## src/rtl/riscv_ctrl_pkg.sv

```systemverilog
// Shared control encodings for the multicycle RV32I core: FSM states, opcodes and
// datapath select values used by the control FSM, ALU decoder and immediate extender.
package riscv_ctrl_pkg;

   typedef enum logic [3:0] {
      S_FETCH    = 4'd0,
      S_DECODE   = 4'd1,
      S_MEMADR   = 4'd2,
      S_MEMREAD  = 4'd3,
      S_MEMWB    = 4'd4,
      S_MEMWRITE = 4'd5,
      S_EXECUTER = 4'd6,
      S_EXECUTEI = 4'd7,
      S_ALUWB    = 4'd8,
      S_BRANCH   = 4'd9,
      S_JAL      = 4'd10
   } state_t;

   localparam logic [6:0] OP_LOAD   = 7'b0000011;
   localparam logic [6:0] OP_STORE  = 7'b0100011;
   localparam logic [6:0] OP_RTYPE  = 7'b0110011;
   localparam logic [6:0] OP_ITYPE  = 7'b0010011;
   localparam logic [6:0] OP_BRANCH = 7'b1100011;
   localparam logic [6:0] OP_JAL    = 7'b1101111;

   localparam logic [1:0] ALU_OP_ADD   = 2'b00;
   localparam logic [1:0] ALU_OP_SUB   = 2'b01;
   localparam logic [1:0] ALU_OP_FUNCT = 2'b10;

   localparam logic [1:0] RES_ALUOUT = 2'b00;
   localparam logic [1:0] RES_RDATA  = 2'b01;
   localparam logic [1:0] RES_ALURES = 2'b10;

   localparam logic [1:0] SRCA_PC    = 2'b00;
   localparam logic [1:0] SRCA_OLDPC = 2'b01;
   localparam logic [1:0] SRCA_RS1   = 2'b10;

   localparam logic [1:0] SRCB_RS2  = 2'b00;
   localparam logic [1:0] SRCB_IMM  = 2'b01;
   localparam logic [1:0] SRCB_FOUR = 2'b10;

   localparam logic [1:0] IMM_I = 2'b00;
   localparam logic [1:0] IMM_S = 2'b01;
   localparam logic [1:0] IMM_B = 2'b10;
   localparam logic [1:0] IMM_J = 2'b11;

endpackage

```

## src/rtl/imm_src_decoder.sv

```systemverilog
// Opcode to immediate-format select; purely combinational, no latency, no flow control.
// Shared between the control FSM and the immediate extender.
module imm_src_decoder
   import riscv_ctrl_pkg::*;
(
   input  logic [6:0] op,
   output logic [1:0] imm_src
);

   always_comb begin
      imm_src = IMM_I;
      case (op)
         OP_STORE:  imm_src = IMM_S;
         OP_BRANCH: imm_src = IMM_B;
         OP_JAL:    imm_src = IMM_J;
         default:   imm_src = IMM_I;
      endcase
   end

endmodule

```

## src/rtl/multicycle_control_fsm.sv

```systemverilog
// Multicycle RV32I control FSM: 2-5 cycles per instruction, all outputs combinational.
// FETCH, MEMREAD and MEMWRITE stall on mem_ready with outputs held steady.
module multicycle_control_fsm
   import riscv_ctrl_pkg::*;
(
   input  logic       clk,
   input  logic       rst,
   input  logic [6:0] op,
   input  logic [2:0] funct3,
   input  logic       funct7b5,
   input  logic       zero,
   input  logic       mem_ready,
   output logic       pc_write,
   output logic       adr_src,
   output logic       mem_write,
   output logic       ir_write,
   output logic       reg_write,
   output logic [1:0] result_src,
   output logic [1:0] alu_src_a,
   output logic [1:0] alu_src_b,
   output logic [1:0] alu_op,
   output logic       alu_f7b5,
   output logic [1:0] imm_src,
   output logic       illegal_instr,
   output logic [3:0] state_dbg
);

   state_t state_q;
   state_t state_d;

   // Only funct3[0] distinguishes beq/bne; the rest is intentionally ignored.
   logic unused_funct3;
   assign unused_funct3 = ^funct3[2:1];

   imm_src_decoder u_imm_src_decoder (
      .op      (op),
      .imm_src (imm_src)
   );

   assign alu_f7b5  = funct7b5 & op[5];
   assign state_dbg = state_q;

   always_ff @(posedge clk or posedge rst) begin
      if (rst) state_q <= S_FETCH;
      else     state_q <= state_d;
   end

   always_comb begin
      state_d       = S_FETCH;
      pc_write      = 1'b0;
      adr_src       = 1'b0;
      mem_write     = 1'b0;
      ir_write      = 1'b0;
      reg_write     = 1'b0;
      result_src    = RES_ALUOUT;
      alu_src_a     = SRCA_PC;
      alu_src_b     = SRCB_RS2;
      alu_op        = ALU_OP_ADD;
      illegal_instr = 1'b0;

      case (state_q)
         S_FETCH: begin
            alu_src_b  = SRCB_FOUR;
            result_src = RES_ALURES;
            ir_write   = mem_ready;
            pc_write   = mem_ready;
            state_d    = mem_ready ? S_DECODE : S_FETCH;
         end
         S_DECODE: begin
            alu_src_a = SRCA_OLDPC;
            alu_src_b = SRCB_IMM;
            case (op)
               OP_LOAD, OP_STORE: state_d = S_MEMADR;
               OP_RTYPE:          state_d = S_EXECUTER;
               OP_ITYPE:          state_d = S_EXECUTEI;
               OP_BRANCH:         state_d = S_BRANCH;
               OP_JAL:            state_d = S_JAL;
               default: begin
                  illegal_instr = 1'b1;
                  state_d       = S_FETCH;
               end
            endcase
         end
         S_MEMADR: begin
            alu_src_a = SRCA_RS1;
            alu_src_b = SRCB_IMM;
            state_d   = op[5] ? S_MEMWRITE : S_MEMREAD;
         end
         S_MEMREAD: begin
            adr_src = 1'b1;
            state_d = mem_ready ? S_MEMWB : S_MEMREAD;
         end
         S_MEMWB: begin
            result_src = RES_RDATA;
            reg_write  = 1'b1;
         end
         S_MEMWRITE: begin
            adr_src   = 1'b1;
            mem_write = 1'b1;
            state_d   = mem_ready ? S_FETCH : S_MEMWRITE;
         end
         S_EXECUTER: begin
            alu_src_a = SRCA_RS1;
            alu_src_b = SRCB_RS2;
            alu_op    = ALU_OP_FUNCT;
            state_d   = S_ALUWB;
         end
         S_EXECUTEI: begin
            alu_src_a = SRCA_RS1;
            alu_src_b = SRCB_IMM;
            alu_op    = ALU_OP_FUNCT;
            state_d   = S_ALUWB;
         end
         S_ALUWB: begin
            reg_write = 1'b1;
         end
         S_BRANCH: begin
            alu_src_a = SRCA_RS1;
            alu_src_b = SRCB_RS2;
            alu_op    = ALU_OP_SUB;
            pc_write  = zero ^ funct3[0];
         end
         S_JAL: begin
            // PC takes OldPC+imm already computed in DECODE; ALU forms PC+4 for rd.
            alu_src_a = SRCA_OLDPC;
            alu_src_b = SRCB_FOUR;
            pc_write  = 1'b1;
            state_d   = S_ALUWB;
         end
         default: state_d = S_FETCH;
      endcase

      if (rst) begin
         pc_write      = 1'b0;
         ir_write      = 1'b0;
         mem_write     = 1'b0;
         reg_write     = 1'b0;
         illegal_instr = 1'b0;
      end
   end

endmodule

```

## config.mk

```make
export PLATFORM = sky130hd
export DESIGN_NAME = multicycle_control_fsm
export DESIGN_NICKNAME = d
export VERILOG_FILES = /design/src/rtl/riscv_ctrl_pkg.sv /design/src/rtl/imm_src_decoder.sv /design/src/rtl/multicycle_control_fsm.sv
export SDC_FILE = /design/constraint.sdc
export NUM_CORES = 1
export LEC_CHECK = 0
export ABC_AREA = 1
export BUFFER_PORTS_ARGS = -buffer_cell sky130_fd_sc_hd__buf_2
export CORE_AREA = 2 2 39 41
export CTS_BUF_LIST = sky130_fd_sc_hd__clkbuf_8
export CTS_CLUSTER_DIAMETER = 40
export DETAILED_ROUTE_END_ITERATION = 8
export DIE_AREA = 0 0 41 43
export PLACE_DENSITY_LB_ADDON = 0.05
export SKIP_CTS_REPAIR_TIMING = 1
export SYNTH_ARGS = -nofsm -noshare
export SYNTH_HDL_FRONTEND = slang
export SYNTH_SLANG_ARGS = --single-unit
```

## constraint.sdc

```tcl
create_clock -name clk -period 1.49 [get_ports clk]
set_input_delay 0.3725 -clock clk [delete_from_list [all_inputs] [get_ports clk]]
set_output_delay 0.3725 -clock clk [all_outputs]
set_load 0.05 [all_outputs]
```

Yosys cells after proc, flatten, opt, wreduce, memory -nomap -nowiden
Cells that the tools add are included.
{ "word_totals": {"regBits": 4, "input_bits": 15, "wordCells": 53, "out_inout_bits": 21} }
{ "classes": {"reduce_logical": 11, "eq_ne": 16, "bitwise_logic": 2, "n_mux": 23} }
{ "op_table": {"columns": ["cell", "n"], "rows": [
  ["$pmux W4 S6", 1],
  ["$pmux W4 S5", 1],
  ["$eq A4 B3 Y1 const B", 4],
  ["$pmux W2 S2", 4],
  ["$eq A7 B6 Y1 const B", 2],
  ["$eq A7 B7 Y1 const B", 2],
  ["$eq A4 B4 Y1 const B", 3],
  ["$mux W1", 12],
  ["$reduce_or A2 Y1", 6],
  ["$mux W3", 3],
  ["$eq A4 B2 Y1 const B", 2],
  ["$eq A7 B2 Y1 const B", 1],
  ["$eq A7 B5 Y1 const B", 1],
  ["$pmux W2 S3", 1],
  ["$reduce_or A3 Y1", 2],
  ["$reduce_or A6 Y1", 1],
  ["$eq A4 B1 Y1 const B", 1],
  ["$logic_not A4 Y1", 1],
  ["$reduce_or A4 Y1", 1],
  ["$pmux W1 S3", 1],
  ["$and A1 B1 Y1", 1],
  ["$xor A1 B1 Y1", 1]
]} }

Longest topological paths before layout
Gate-level depths: netlist (run 1).
{ "depth": {"ltp_word": 5, "mapped_depth": 7, "ltp_nobuf": 7} }

Modules after synthesis
From an unflattened synthesis (run 1), not the netlist that was laid out.
{ "hier_totals": {"cells_unflattened": 116, "hier_area_um2": 596.8} }
{ "by_module_without_submodules": {"columns": ["module", "area_each_um2", "cells_each", "instances", "seq_area_each_um2"], "rows": [
  ["multicycle_control_fsm", 528.0, 99, 1, 100.1],
  ["imm_src_decoder", 68.8, 17, 1, 0.0]
]} }

Worst setup path after synthesis (run 1)
OpenSTA, ideal clock, no wires.
{ "synth_timing": {"path_kind": "flip-flop to output port", "from": "reg state_q[3] (netlist: state_dbg[3])", "to": "out alu_src_b[1]", "path_slack_ps": -982, "arrival_time_ps": 2100, "n_path_buf": 0, "t_required_ps": 1118, "path_stages_with_launch": 4, "path_cell_list": "dfrtp_1 nor2_2 inv_1 o21ai_0"} }
{ "synth_between": {"elab_chain_len": 3, "elab_cells_between_ends": 8, "classes_between": "4 x eq/ne; 1 x mux; 3 x reduce/logical"} }
{ "synth_rtl": {"columns": ["element", "line", "text"], "rows": [
  ["start, declared", "multicycle_control_fsm.sv:28", "state_t state_q;"],
  ["start signal, assigned", "multicycle_control_fsm.sv:45", "else state_q <= state_d;"],
  ["$eq A4 B1 Y1, or another cell as far along", "multicycle_control_fsm.sv:61", "case (state_q)"],
  ["$reduce_or A3 Y1 (no source line) / $reduce_or A2 Y1 (equally long branches)", null, null],
  ["$pmux W2 S2 (*)", "multicycle_control_fsm.sv:61", null],
  ["end, declared", "multicycle_control_fsm.sv:20", "output logic [1:0] alu_src_b,"]
]} }
Mark *: on every way between the ends. The rest lies on a longest branch, timed or not.

Final worst setup path (run 1)
{ "layout_timing": {"from": "reg state_q[0] (netlist: state_dbg[0])", "to": "out pc_write"} }
{ "layout_between": {"elab_chain_len": 3, "elab_cells_between_ends": 5, "classes_between": "2 x eq/ne; 2 x mux; 1 x reduce/logical"} }
{ "layout_rtl": {"columns": ["element", "line", "text"], "rows": [
  ["$eq A4 B4 Y1 / $logic_not A4 Y1 (equally long branches)", "multicycle_control_fsm.sv:61", null],
  ["$pmux W1 S3 (*)", "multicycle_control_fsm.sv:61", null],
  ["$mux W1 (*)", "multicycle_control_fsm.sv:133", "if (rst) begin"],
  ["end, declared", "multicycle_control_fsm.sv:13", "output logic pc_write,"]
]} }
Marks and branches as above.

==> qor.txt, run 1 <==
Unique masters post-synth = 17
Synth Flop Type = dfrtp_1
Die Footprint = 1760 sq um
Clk root buf = clkbuf_8
Largest net degree at the start of global routing = 6
Syn. warnings = 0
Pwr dens = 689 nW/um^2
WP depth = 7
# clock sinks = 4
Crit path kind = flip-flop to primary output
Total gr overflow = 0
Gate power share = 58.9%
Synth Area per Inst = 5.26 sq um
Final wirelength = 2360 microns
Reg2Reg Depth = 8
Max cap viols = 0
Total CTS buffers = 3
Setup violations, final = 15
Post-synth top cells = 31 x nand2_1, 21 x inv_1, 17 x nor2_1, 6 x nand3_1, 6 x nor2_2
Initial antenna violation count = 0
I/O Buffers = 33
Fin util = 92.2%
EDFF count, synth = 0
Vias per inst = 5.06
DIE WIDTH = 41 microns
Critical path launch point type = flip-flop
Starting Density = 38.4%
Final Skew = 0.000364 ns
Fin. max-slew vios = 0
P_int = 485 uW
Crit. End Element = primary output
Leakage = 0.000690 uW
Core ar. = 1380 sq um
Global-route wire length before repair = 2680 microns
Post-route setup slack = -0.312 ns
CTS Buffer Depth = 2
Per-cell routed wire length = 13.5 microns
Crit share post-route = 121%
# nets final = 176
First-pass DRT Iterations = 4
Mapped Area = 532 sq um
Most numerous cell in the Yosys netlist = nand2_1
Status = finished, violations left
Failing checks = negative setup slack
Ports = 36
Fraction of layout cells with a size suffix above 1 = 67.3%
CP max FO = 5
Post-synthesis sequential area ratio = 18.8%
Yosys reg bits = 4
Vias in the first global route = 678
Crit path time final = 1.80 ns
DRC violations left = 0
Antenna-violating nets left = 0
Layout Area Growth over Synthesis = 140%
Critical Path, Cell by Cell = inv_2 -> nor2_4 -> nand2_2 -> nor2_1 -> nor2_1 -> nor2_4 -> buf_8
Synth top area cells = nand2_1 22%, dfrtp_1 19%, inv_1 15%, nor2_1 12%, nor2_2 7.1%
WP data required = 1.12 ns
Pwr Total = 879 uW
CP bufs+invs = 2
Yosys top cell by area = nand2_1
Slowest Stage Delay on Critical Path = 0.44 ns
Seq pwr share = 15.3%
HPWL Detailed = 1300 microns
CTS tree = done
Switching power = 394 uW
Critical Path AT = 1.43 ns
Area fraction of the dominant cell type after synthesis = 21.9%
Relative slew slack = 83.3%
Asr flop ratio synth = 100%
DP Area = 958 sq um
N_diodes = 0
Routability cong. = 0.764
Fin. Hold Viols = 0
Fmax = 555 MHz
Worst-path clk slew = 0.03 ns
Synthesized net count = 116
Least-Margin Pin Slew = 0.252 ns
Final instance area = 1280 sq um
CP max-delay cell = dfrtp_2
Delay-heaviest family, CP = simple AND/OR/NAND/NOR gates
RSZ-0062 raised after global routing = yes
Clock power frac = 25.8%
Worst hold-check path type = primary input to async pin
Cell count after synthesis = 101
Vias = 886
Total global-route track usage = 21.6%
Setup TNS Final = -3.23 ns
Die span in y = 43 microns
Largest register FFs = 4
Final hold slack = 0.289 ns
DRT iter0 DRCs = 9
Sw frac = 44.9%
Rows = 14
Maximum vdd drop = 0.000971 V
Clock latency on the worst-skew pair = 0.22 ns
H-tree depth = 1
-- cells by family (layout without fill, tap and decap cells) --
| group | Yosys count | after routing | synth area share, % |
|---|---|---|---|
| AO/OA/AOI/OAI | 7 | 7 | 7.76 |
| flip-flops | 4 | 4 | 18.8 |
| AND/OR/NAND/NOR | 67 | 67 | 56.9 |
| buffers and inverters | 23 | 81 | 16.5 |
-- power groups by stage --
stage | registers, uW | logic [uW] | clock network, uW
global route | 136 | 549 | 233
floorplan | 155 | 257 | 0
CTS | 131 | 404 | 226
global placement | 132 | 397 | 0
detailed placement | 132 | 402 | 0
finish | 134 | 518 | 227
-- cell type report --
cell class | count | area, sq um
clock buffers | 3 | 41.3
fillers | 59 | 108
inverters | 23 | 96.3
multi-input cells | 74 | 539
flip-flops and latches | 4 | 108
well taps | 16 | 20.0
repair buffers | 55 | 472
-- final timing paths --
| kind | slack, ns | endpoint | startpoint |
|---|---|---|---|
| setup / recovery | -0.31 | pc_write | state_dbg[0] |
| hold / removal | 0.29 | state_dbg[1] | rst |
| setup reg to reg | 0.19 | state_dbg[3] | state_dbg[2] |
| hold reg to reg | 0.79 | state_dbg[3] | state_dbg[2] |
| max in group asynchronous | 1.09 | state_dbg[1] | rst |
| min in group clk | 0.57 | state_dbg[0] | op[6] |
-- layout by cell type, fill, tap and decap left out, types with 3 or more instances in the layout --
master | Yosys | final
buf_4 | 0 | 24
nand2_1 | 31 | 23
nor2_4 | 1 | 16
inv_1 | 21 | 14
buf_2 | 0 | 14
buf_6 | 0 | 9
buf_8 | 0 | 8
nor2_1 | 17 | 7
nand2_2 | 2 | 6
inv_2 | 1 | 5
nand2_4 | 0 | 4
nand3_1 | 6 | 4
o21ai_2 | 1 | 3
clkbuf_8 | 0 | 3
dfrtp_2 | 0 | 3
-- tightest hold or removal path, cell delays in order --
cell and delay [ns]:
buf_2 0.17, inv_1 0.13, buf_4 0.15
-- routing by layer --
metal,global-route usage (%),part of all wire (%),vias up
met2,37.5,59,38
met3,3.14,3.7,12
met4,6.00,4.3,0
met5,0,0,-
li1,-,-,420
met1,25.7,32,416
-- through the flow --
step	instances	setup WS, ns
floorplan	101	-0.503
global placement	167	-0.158
detailed placement	167	-0.176
CTS	170	-0.407
global route	175	-0.396
finish	175	-0.312
(Power assumes the default switching activity.)
==> inputs of run 2 (changes only) <==
- BUFFER_PORTS_ARGS: -buffer_cell sky130_fd_sc_hd__buf_2 -> -buffer_cell sky130_fd_sc_hd__buf_4
==> run 2 against run 1 <==
Against the previous run: the run still ends with negative setup slack left; cell count is 0.57% higher; power is 3.6% higher; clock power is 3% higher; utilization is 2.1 points higher; via count is 14% higher; clock skew is 0.0082 ns higher; register-to-register slack worse by 0.10 ns; die area stayed put; worst hold slack worse by 0.043 ns; first-iteration DRC count grew to 5.2 times the previous value; clock-buffer cell count stayed put.
==> qor.txt, run 2 (synthesis results as in run 1) <==
Worst hold-check path type = primary input to async pin
Worst R2R End = state_dbg[0]
Fin. max-slew vios = 0 (unchanged)
Pwr dens = 698 nW/um^2 (+1.3%)
Clk root buf = clkbuf_8
Fmax = 543 MHz (-2.1%)
Die span in y = 43 microns (unchanged)
Reg2reg setup slack = 0.09 ns (-0.10 ns)
CTS Buffer Depth = 2 (unchanged)
Reg2Reg Depth = 7 (-1)
Rows = 14 (unchanged)
DIE WIDTH = 41 microns (unchanged)
WP data required = 1.12 ns (about the same)
Crit path kind = flip-flop to primary output
Maximum vdd drop = 0.000995 V (+2.5%)
Total gr overflow = 0 (unchanged)
Critical Path AT = 1.47 ns (+0.04 ns)
Ports = 36 (unchanged)
Layout Area Growth over Synthesis = 145%
DRC violations left = 0 (unchanged)
I/O Buffers = 33 (unchanged)
Crit share post-route = 124% (+2.6 points)
RSZ-0062 raised after global routing = yes
Max cap viols = 0 (unchanged)
Commonest non-fill, non-tap cell in the layout = buf_4
Per-cell routed wire length = 17.9 microns (+33%)
N_diodes = 0 (unchanged)
Antenna-violating nets left = 0 (unchanged)
H-tree depth = 1 (unchanged)
Die Footprint = 1760 sq um (unchanged)
Most frequent cells in the layout = 36 x buf_4, 23 x nand2_1, 14 x inv_1
Final Skew = 0.00855 ns (+0.00819 ns)
Final hold slack = 0.246 ns (-0.0429 ns)
Post-Layout Cell Count = 176 (+0.57%)
Routability cong. = 0.782 (+2.4%)
Worst-path clk slew = 0.04 ns (about the same)
Largest register FFs = 4 (unchanged)
Post-route setup slack = -0.351 ns (-0.0390 ns)
Crit. End Element = primary output
Total CTS buffers = 3 (unchanged)
Starting Density = 38.4% (unchanged)
Vias per inst = 5.76 (+14%)
Vias = 1014 (+14%)
CTS tree = done
Setup TNS Final = -3.57 ns (-0.341 ns)
Largest net degree at the start of global routing = 6 (unchanged)
Leakage = 0.000704 uW (+2.0%)
Status = finished, violations left
Vias in the first global route = 700 (+3.2%)
DRT iter0 DRCs = 47 (+38)
CP max FO = 4 (-1)
Final wirelength = 3150 microns (+33%)
Fraction of layout cells with a size suffix above 1 = 66.9% (-0.42 points)
Fin. Hold Viols = 0 (unchanged)
Total global-route track usage = 21.0% (-0.60 points)
Placed cells = 167 (unchanged)
# clock sinks = 4 (unchanged)
Initial antenna violation count = 0 (unchanged)
Reg2Reg Launch Point = state_dbg[1]
Core ar. = 1380 sq um (unchanged)
First-pass DRT Iterations = 4 (unchanged)
Global-route wire length before repair = 2640 microns (-1.6%)
HPWL Detailed = 1410 microns (+8.1%)
# nets final = 177 (+0.57%)
Clock latency on the worst-skew pair = 0.22 ns (about the same)
Relative slew slack = 83.4% (about the same)
Setup violations, final = 16 (+1)
Crit path time final = 1.84 ns (+0.0390 ns)
Failing checks = negative setup slack
Critical path launch point type = flip-flop
Least-Margin Pin Slew = 0.248 ns (-0.00369 ns)
-- run 2: cell types whose count changed in the layout (fill, tap and decap cells not counted), sizes merged --
cell / delta
buf: +1
-- run 2: metal layers --
metal / track usage [%] / share of wire [%]
met5: 0 / 0
met4: 4.00 / 6.9
met3: 1.57 / 6.9
met2: 39.4 / 53
met1: 23.8 / 33
-- run 2: how the worst max path moves through the flow --
stage | start | slack, ns | end | cells past startpoint
global route | state_dbg[0] | -0.40 | pc_write | 7
CTS | state_dbg[2] | -0.37 | pc_write | 6
floorplan | state_dbg[2] | -0.50 | alu_src_b[0] | 4
detailed placement | op[4] | -0.15 | illegal_instr | 8
global placement | op[4] | -0.11 | illegal_instr | 8
finish | state_dbg[1] | -0.35 | pc_write | 7
-- run 2: report_power, final --
part	total, uW	switching, uW	internal (uW)
clock network	234	61.6	173
logic	543	339	204
registers	133	15.7	118
-- run 2: area by class of cell --
type                       instances  area, sq um
fill                              46         78.8
clock buffer                       3         41.3
tap                               16         20.0
inverter                          23         93.8
timing repair buffer              56          526
sequential                         4          108
multi-input combinational         74          517
-- run 2: critical path, stage by stage, from the launching register on --
cell and delay (ns):
dfrtp_4 0.50, inv_2 0.10, nor2_2 0.06, nand2_1 0.12
nand2_1 0.07, nor2_1 0.20, nor2_4 0.05, buf_8 0.15
-- run 2: stage by stage --
step / power (uW) / worst slack [ns] / cell area, sq um / util [%]
2_1_floorplan: 412 / -0.503 / 646 / -
3_3_place_gp: 564 / -0.107 / 1040 / 75.2
3_5_place_dp: 573 / -0.147 / 1040 / 75.2
4_1_cts: 806 / -0.368 / 1080 / 78.2
5_1_grt: 948 / -0.401 / 1310 / 94.3
6_report: 911 / -0.351 / 1310 / 94.3
